===== src/rtl/lcd_bus_pkg.sv =====
// Shared types and constants for the parallel LCD bus (controller and receiver sides).
package lcd_bus_pkg;

  typedef logic [7:0] lcd_byte_t;

  localparam int unsigned DefaultDepth         = 4;
  localparam int unsigned DefaultMinHighCycles = 3;

  // HD44780-style command bytes issued by lcd_controller.
  typedef enum logic [7:0] {
    CmdClear       = 8'h01,
    CmdHome        = 8'h02,
    CmdEntryMode   = 8'h06,
    CmdDisplayOn   = 8'h0C,
    CmdFunctionSet = 8'h38,
    CmdSetDdram    = 8'h80
  } lcd_cmd_e;

endpackage


===== src/rtl/lcd_rx_fifo.sv =====
// Small byte FIFO with a registered head; pointers carry an extra wrap bit for full/empty.
module lcd_rx_fifo
  import lcd_bus_pkg::*;
#(
  parameter int unsigned Depth = DefaultDepth
) (
  input  logic      clk_i,
  input  logic      reset_n_i,
  input  logic      push_i,
  input  lcd_byte_t push_data_i,
  input  logic      pop_i,
  input  logic      flush_i,
  output logic      full_o,
  output logic      empty_o,
  output lcd_byte_t head_o
);

  localparam int unsigned AddrW = $clog2(Depth);
  typedef logic [AddrW:0] ptr_t;

  lcd_byte_t mem_q [Depth];
  lcd_byte_t head_q;
  ptr_t      wr_ptr_q, wr_ptr_d;
  ptr_t      rd_ptr_q, rd_ptr_d;
  logic      do_push, do_pop;

  assign empty_o = (wr_ptr_q == rd_ptr_q);
  assign full_o  = (wr_ptr_q[AddrW] != rd_ptr_q[AddrW]) &&
                   (wr_ptr_q[AddrW-1:0] == rd_ptr_q[AddrW-1:0]);
  assign do_pop  = pop_i & ~empty_o;
  assign do_push = push_i & (~full_o | do_pop);
  assign head_o  = head_q;

  always_comb begin
    wr_ptr_d = wr_ptr_q;
    rd_ptr_d = rd_ptr_q;
    if (flush_i) begin
      wr_ptr_d = '0;
      rd_ptr_d = '0;
    end else begin
      if (do_push) wr_ptr_d = wr_ptr_q + ptr_t'(1);
      if (do_pop)  rd_ptr_d = rd_ptr_q + ptr_t'(1);
    end
  end

  always_ff @(posedge clk_i) begin
    if (!reset_n_i) begin
      wr_ptr_q <= '0;
      rd_ptr_q <= '0;
    end else begin
      wr_ptr_q <= wr_ptr_d;
      rd_ptr_q <= rd_ptr_d;
    end
  end

  always_ff @(posedge clk_i) begin
    if (do_push && !flush_i) mem_q[wr_ptr_q[AddrW-1:0]] <= push_data_i;
  end

  // Head tracks the slot the read pointer will address; bypass the write when it lands there.
  always_ff @(posedge clk_i) begin
    if (!reset_n_i) begin
      head_q <= '0;
    end else if (do_push && !flush_i && (wr_ptr_q[AddrW-1:0] == rd_ptr_d[AddrW-1:0])) begin
      head_q <= push_data_i;
    end else begin
      head_q <= mem_q[rd_ptr_d[AddrW-1:0]];
    end
  end

endmodule


===== src/rtl/lcd_bus_receiver.sv =====
// Display-side endpoint of the LCD bus: synchronizes the pins, qualifies enable strobes
// by width and queues each byte latched on a valid enable falling edge.
module lcd_bus_receiver
  import lcd_bus_pkg::*;
#(
  parameter int unsigned Depth         = DefaultDepth,
  parameter int unsigned MinHighCycles = DefaultMinHighCycles
) (
  input  logic        clk_i,
  input  logic        reset_n_i,
  input  lcd_byte_t   lcd_data_i,
  input  logic        lcd_reset_i,
  input  logic        lcd_enable_i,
  output lcd_byte_t   data_o,
  output logic        valid_o,
  input  logic        ready_i,
  output logic        overflow_o,
  output logic        glitch_o,
  output logic [15:0] byte_count_o
);

  localparam int unsigned WidthW = $clog2(MinHighCycles + 1);
  typedef logic [WidthW-1:0] width_t;
  localparam width_t WidthMax = width_t'(MinHighCycles);

  logic      en_s1_q, en_s2_q, en_s3_q;
  logic      rst_s1_q, rst_s2_q;
  lcd_byte_t data_s1_q, data_s2_q, data_s3_q;

  width_t      width_q, width_d;
  logic [15:0] count_q, count_d;
  logic        overflow_q, overflow_d;
  logic        glitch_q, glitch_d;

  logic fall, qualified, push, pop, accept, fifo_full, fifo_empty;

  always_ff @(posedge clk_i) begin
    if (!reset_n_i) begin
      en_s1_q   <= 1'b0;
      en_s2_q   <= 1'b0;
      en_s3_q   <= 1'b0;
      rst_s1_q  <= 1'b0;
      rst_s2_q  <= 1'b0;
      data_s1_q <= '0;
      data_s2_q <= '0;
      data_s3_q <= '0;
    end else begin
      en_s1_q   <= lcd_enable_i;
      en_s2_q   <= en_s1_q;
      en_s3_q   <= en_s2_q;
      rst_s1_q  <= lcd_reset_i;
      rst_s2_q  <= rst_s1_q;
      data_s1_q <= lcd_data_i;
      data_s2_q <= data_s1_q;
      data_s3_q <= data_s2_q;
    end
  end

  // data_s3 is one stage behind en_s2, so on the fall cycle it holds the last high-cycle byte.
  assign fall      = en_s3_q & ~en_s2_q;
  assign qualified = (width_q >= WidthMax);
  assign push      = fall & ~rst_s2_q & qualified;
  assign valid_o   = ~fifo_empty;
  assign pop       = valid_o & ready_i;
  assign accept    = push & (~fifo_full | pop);

  always_comb begin
    width_d    = width_q;
    count_d    = count_q;
    overflow_d = overflow_q | (push & fifo_full & ~pop);
    glitch_d   = fall & ~rst_s2_q & ~qualified;
    if (rst_s2_q) begin
      width_d = '0;
      count_d = '0;
    end else begin
      if (fall) begin
        width_d = '0;
      end else if (en_s2_q && (width_q < WidthMax)) begin
        width_d = width_q + width_t'(1);
      end
      if (accept) count_d = count_q + 16'd1;
    end
  end

  always_ff @(posedge clk_i) begin
    if (!reset_n_i) begin
      width_q    <= '0;
      count_q    <= '0;
      overflow_q <= 1'b0;
      glitch_q   <= 1'b0;
    end else begin
      width_q    <= width_d;
      count_q    <= count_d;
      overflow_q <= overflow_d;
      glitch_q   <= glitch_d;
    end
  end

  assign overflow_o   = overflow_q;
  assign glitch_o     = glitch_q;
  assign byte_count_o = count_q;

  lcd_rx_fifo #(
    .Depth(Depth)
  ) u_fifo (
    .clk_i      (clk_i),
    .reset_n_i  (reset_n_i),
    .push_i     (push),
    .push_data_i(data_s3_q),
    .pop_i      (pop),
    .flush_i    (rst_s2_q),
    .full_o     (fifo_full),
    .empty_o    (fifo_empty),
    .head_o     (data_o)
  );

endmodule


===== config.mk =====
export PLATFORM = sky130hd
export DESIGN_NAME = lcd_bus_receiver
export DESIGN_NICKNAME = d
export VERILOG_FILES = /design/src/rtl/lcd_bus_pkg.sv /design/src/rtl/lcd_rx_fifo.sv /design/src/rtl/lcd_bus_receiver.sv
export SDC_FILE = /design/constraint.sdc
export NUM_CORES = 1
export LEC_CHECK = 0
export CORE_UTILIZATION = 56
export DETAILED_ROUTE_END_ITERATION = 7
export PLACE_DENSITY = 0.79
export SLEW_MARGIN = 30
export SYNTH_ARGS = -nofsm -noshare
export SYNTH_HDL_FRONTEND = slang
export SYNTH_SLANG_ARGS = --single-unit

===== constraint.sdc =====
create_clock -name clk_i -period 3.3 [get_ports clk_i]
set_input_delay 0.495 -clock clk_i [delete_from_list [all_inputs] [get_ports clk_i]]
set_output_delay 0.495 -clock clk_i [all_outputs]
set_load 0.01 [all_outputs]

# == Word level (Yosys, flattened, before mapping) ==
# Memories as Yosys holds them, arrays and structs flattened. A register that Yosys moved wholly into a read port is not among the register bits.
# Cells that the tools add are included.
# word_totals
regBits,55
ram_bits,32
input_bits,13
out_inout_bits,27
wordCells,56
n_memories,1
# op_classes
addsub,4
order_cmp,2
eq_ne,3
muxes,4
bitwise_logic,20
reduce_logical,7
# memory_table
memory,words,width,rd,rd_ports_with_merged_regs,write_ports,line,source
u_fifo.mem_q,4,8,1,1,1,lcd_rx_fifo.sv:21,lcd_byte_t mem_q [Depth];
# op_table
op,count
$add A16 B1 Y16 const B,1
$and A1 B1 Y1,10
$not A1 Y1,7
$add A3 B1 Y3 const B,2
$mux W2,2
$eq A3 B3 Y1,1
$logic_and A1 B1 Y1,3
$or A1 B1 Y1,3
$reduce_or A3 Y1,1
$add A2 B1 Y2 const B,1
$eq A2 B2 Y1,1
$ge A2 B2 Y1 const B,1
$logic_not A1 Y1,2
$lt A2 B2 Y1 const B,1
$mux W1,2
$reduce_or A2 Y1,1
$ne A1 B1 Y1,1

# == Depth between registers and ports, before layout ==
# depth
depth_word,9
mapped_depth,7
depth_no_buf,6

# == Hierarchy ==
# Synthesis repeated with hierarchy kept, for this count alone.
# unflattened
cells_unflattened,342
area_unflattened_um2,3977.6
# by_module_without_submodules
module,instances,cells_each,area_per_inst_um2,seq_area_each_um2
lcd_rx_fifo,1,169,2218.4,1241.2
lcd_bus_receiver,1,173,1759.2,980.9

# == Least setup slack after synthesis ==
# OpenSTA, ideal clock, no wires.
# synth_timing
path_kind,reg2reg
startpoint,register u_fifo.rd_ptr_q[1]
endpoint,"register u_fifo.head_q[7] (netlist: u_fifo.head_o[7]), read port of u_fifo.mem_q"
setup_ns,0.117
arrival_time_ns,2.218
required_ns,3.183
path_slack_ns,0.965
stages_incl_launch_ff,8
n_path_buf,1
synth_period_minus_slack_ns,2.335
cell_sequence,dfxtp_1 ha_1 nand2b_1 a2111oi_2 nor4_4 clkbuf_2 a221o_1 a32o_1
# synth_via
elab_chain_len,6
elab_cells_between_ends,7
cone_classes,add/sub (1); eq/ne (1); mux (2); bitwise (3)
# synth_lines
item,line,source
"start, declared",lcd_rx_fifo.sv:24,"ptr_t rd_ptr_q, rd_ptr_d;"
"start signal, assigned",lcd_rx_fifo.sv:52,rd_ptr_q <= rd_ptr_d;
$eq A3 B3 Y1,lcd_rx_fifo.sv:27,assign empty_o = (wr_ptr_q == rd_ptr_q);
$not A1 Y1,"lcd_rx_fifo.sv:30, lcd_bus_receiver.sv:63",
$and A1 B1 Y1,lcd_bus_receiver.sv:64,assign pop = valid_o & ready_i;
$and A1 B1 Y1,lcd_rx_fifo.sv:30,assign do_pop = pop_i & ~empty_o;
$mux W2 *,lcd_rx_fifo.sv:42,if (do_pop) rd_ptr_d = rd_ptr_q + ptr_t'(1);
$mux W2 *,lcd_rx_fifo.sv:37,if (flush_i) begin
"end, declared",lcd_rx_fifo.sv:22,lcd_byte_t head_q;
# Every way passes the cells marked *; elsewhere a longest branch is shown, timed or not.
# A chain may end at the register's enable or synchronous reset.

# == Final worst setup path ==
# layout_timing
startpoint,register u_fifo.rd_ptr_q[0]
endpoint,"register u_fifo.head_q[6] (netlist: u_fifo.head_o[6]), read port of u_fifo.mem_q"
# Same word-level chain as after synthesis.

==> impl_metrics.ini <==
[timing]
setup_violations = 0
fin_crit_ps = 2674
hold_viol_final = 0
maxSlewViolCount = 0
fin_setup_tns_ps = 0
fin_worst_skew_ps = 9.074
hold_slack_ps = 439.7
rsz0062_at_grt = no
clock.fmax_ghz = 0.3739
finalCritPeriodShare = 0.8104
fin_ws_ps = 625.6
relSlewSlack = 0.4556
tightest_slew_ps = 816.6

[clocking]
cts.clk_slew.worst_paths_ps = 100
cts_root_buf = clkbuf_8
cts_made_buffers = 9
cts_resized = 0
htreeDepth = 3
cts_hold_buf = 0
insertion_delay_ps = 360
max-clock-path-buffers = 2
post_cts_buffers = 0
cts_tree = yes
cts_sinks = 95

[layout]
insertedDiodeCount = 0
multiInputGateArea_mm2 = 0.001548
register_area_mm2 = 0.002222
drive_gt1_frac = 0.09259
finish.instance_area_mm2 = 0.004521
nFillCells = 531
area_delta_synth_final_pct = 16.06
final_nets = 393

[logic_synthesis]
syn_nets = 356
ys_top_cells_by_count = dfxtp_1, and2_1, edfxtp_1, nor2_1
async_reset_ff_frac = 0
ys.warnings.count = 0
synth_top_area_share = 0.3238
synth_cell_types = 54
netlist_area_mm2 = 0.003895
ys_ff_latch = 95
synth_ff_type = dfxtp_1
ys_top_cells_by_area = dfxtp_1, edfxtp_1, and2_1
netlist_instances = 336
synth-edff-count = 32
synth.most_common_cell = dfxtp_1
yosysSeqAreaShare = 0.5705
yosys.area.top_type = dfxtp_1
syn_avg_cell_area_um2 = 11.59

[placed_design]
routabilityCongestion = 0.8596
dp_hpwl_mm = 5.217
io_buffers = 39
pre_cts_ws_ps = 522.5
dpl_cell_area_mm2 = 0.004324

[power_and_ir_drop]
leakagePower_nw = 1.559
power_mw = 2.029
power_density_mw_per_mm2 = 448.9
ir_worst_vdd_v = 0.0003613

[floorplanning]
die_w_um = 85.40
fp.dieH_um = 85.40
rows = 30
start_util = 0.5765
io_pins = 40
design.core.area_mm2 = 0.006756
dieArea_mm2 = 0.007293

[critical_path]
required_ps = 3560
crit_type = reg -> reg
end_kind = flip-flop
critPathLaunchType = flip-flop
cp.arrival_ps = 2930
critPathMaxFanout = 17

[grt]
grt_pass1_vias = 2388
grt_pass1_wl_mm = 12.12
antenna_found_initial = 0
grt_overflow = 0
grt_start_max_net_pins = 32
groute.usage.overall = 0.2185

[drt]
first_iter_violations = 207
vias = 2713
ant_nets = 0
drt-wirelength-per-cell_um = 16.25
drt_pre_antenna_iters = 5
via_per_inst = 5.924
drcViolationCount = 0
routed_wirelength_mm = 7.442

[worst_hold_path]
worstHoldPathType = reg -> reg

[outcome]
status = complete, no violations

[flow_run]
cap_violations = 0
-- layout by cell type (no fill, tap or decap), types with 2 or more instances in the layout --
| cell | synthesis | layout |
|---|---|---|
| dfxtp_1 | 63 | 63 |
| ha_1 | 7 | 7 |
| nor4_1 | 11 | 11 |
| clkbuf_8 | 0 | 9 |
| nor3b_1 | 3 | 3 |
| nor2b_1 | 10 | 10 |
| a221o_1 | 8 | 8 |
| or3_1 | 5 | 5 |
| and2_1 | 37 | 37 |
| nand4_1 | 3 | 3 |
| xor2_1 | 3 | 3 |
| inv_1 | 9 | 9 |
| a31oi_1 | 8 | 8 |
| nand3_1 | 6 | 6 |
| a32o_1 | 8 | 8 |
| nor4_4 | 2 | 2 |
| xor2_4 | 2 | 2 |
| nand2_1 | 14 | 14 |
| clkinv_4 | 0 | 2 |
| nand2b_1 | 2 | 2 |
| clkdlybuf4s50_1 | 0 | 39 |
| o21ai_0 | 14 | 14 |
| nor2_1 | 17 | 17 |
| o211ai_1 | 3 | 3 |
| or4_1 | 4 | 4 |
| inv_8 | 0 | 2 |
| and4_1 | 3 | 3 |
| edfxtp_1 | 32 | 32 |
| xnor2_1 | 10 | 10 |
| a21oi_1 | 13 | 13 |
| buf_4 | 2 | 4 |
-- report_power, final --
group	switching [mW]	leakage, nW	internal, mW
Sequential	0.0118	0.796	1.22
Clock	0.435	0.0966	0.296
Combinational	0.0292	0.666	0.0362
-- layout make-up --
type,count,area share
clock buffer,9,0.02740
clock inverter,7,0.01605
inverter,9,0.007473
multi-input combinational,215,0.3424
sequential,95,0.4916
tap,80,0.02214
timing repair buffer,43,0.09300
-- worst max-delay path: stages (launching register included) --
cell and delay, ps:
dfxtp_1 660, ha_1 380, nand2b_1 240, a2111oi_2 520, nor4_4 160, a221o_1 330
a32o_1 280
-- logic make-up (layout without fill, tap and decap cells) --
| kind of cell | Yosys count | count (layout) | synth area share |
|---|---|---|---|
| AND/OR/NAND/NOR | 124 | 124 | 0.1953 |
| flip-flops | 95 | 95 | 0.5705 |
| AO/OA/AOI/OAI | 67 | 67 | 0.1295 |
| buffers and inverters | 26 | 68 | 0.03212 |
| XOR/XNOR | 16 | 16 | 0.04754 |
| adder cells (fa/ha/maj) | 7 | 7 | 0.02249 |
| multiplexers | 1 | 1 | 0.002570 |
-- path summary, 6_finish.rpt --
kind	from	endpoint	slack [ps]	cells past startpoint
hold reg to reg	en_s1_q$_SDFF_PN0_	en_s2_q$_SDFF_PN0_	440	1
setup / recovery	u_fifo.rd_ptr_q[0]$_SDFF_PN0_	u_fifo.head_o[6]$_SDFF_PN0_	630	6
hold / removal	en_s1_q$_SDFF_PN0_	en_s2_q$_SDFF_PN0_	440	1
setup reg to reg	u_fifo.rd_ptr_q[0]$_SDFF_PN0_	u_fifo.head_o[6]$_SDFF_PN0_	630	6
-- per-layer routing --
layer	track usage	up-vias	share of wire
met4	0.08788	0	0.015
li1	-	1303	-
met1	0.3261	1297	0.48
met3	0.04183	11	0.061
met2	0.3135	102	0.44
met5	0	-	0
-- per-stage QoR --
stage,cells,util
finish,458,0.6691
global route,458,0.6691
CTS,458,0.6691
detailed placement,442,0.6400
global placement,442,0.6400
floorplan,336,-
-- flip-flops by register name (all words and copies together) (netlist names) --
signal           flops
en_s2_q              1
u_fifo.mem_q        32
glitch_o             1
u_fifo.wr_ptr_q      3
width_q              2
rst_s2_q             1
byte_count_o        16
u_fifo.head_o        8
u_fifo.rd_ptr_q      3
data_s1_q            8
data_s3_q            8
en_s3_q              1
en_s1_q              1
rst_s1_q             1
data_s2_q            8
overflow_o           1
Power figures use the tool's default switching activity.
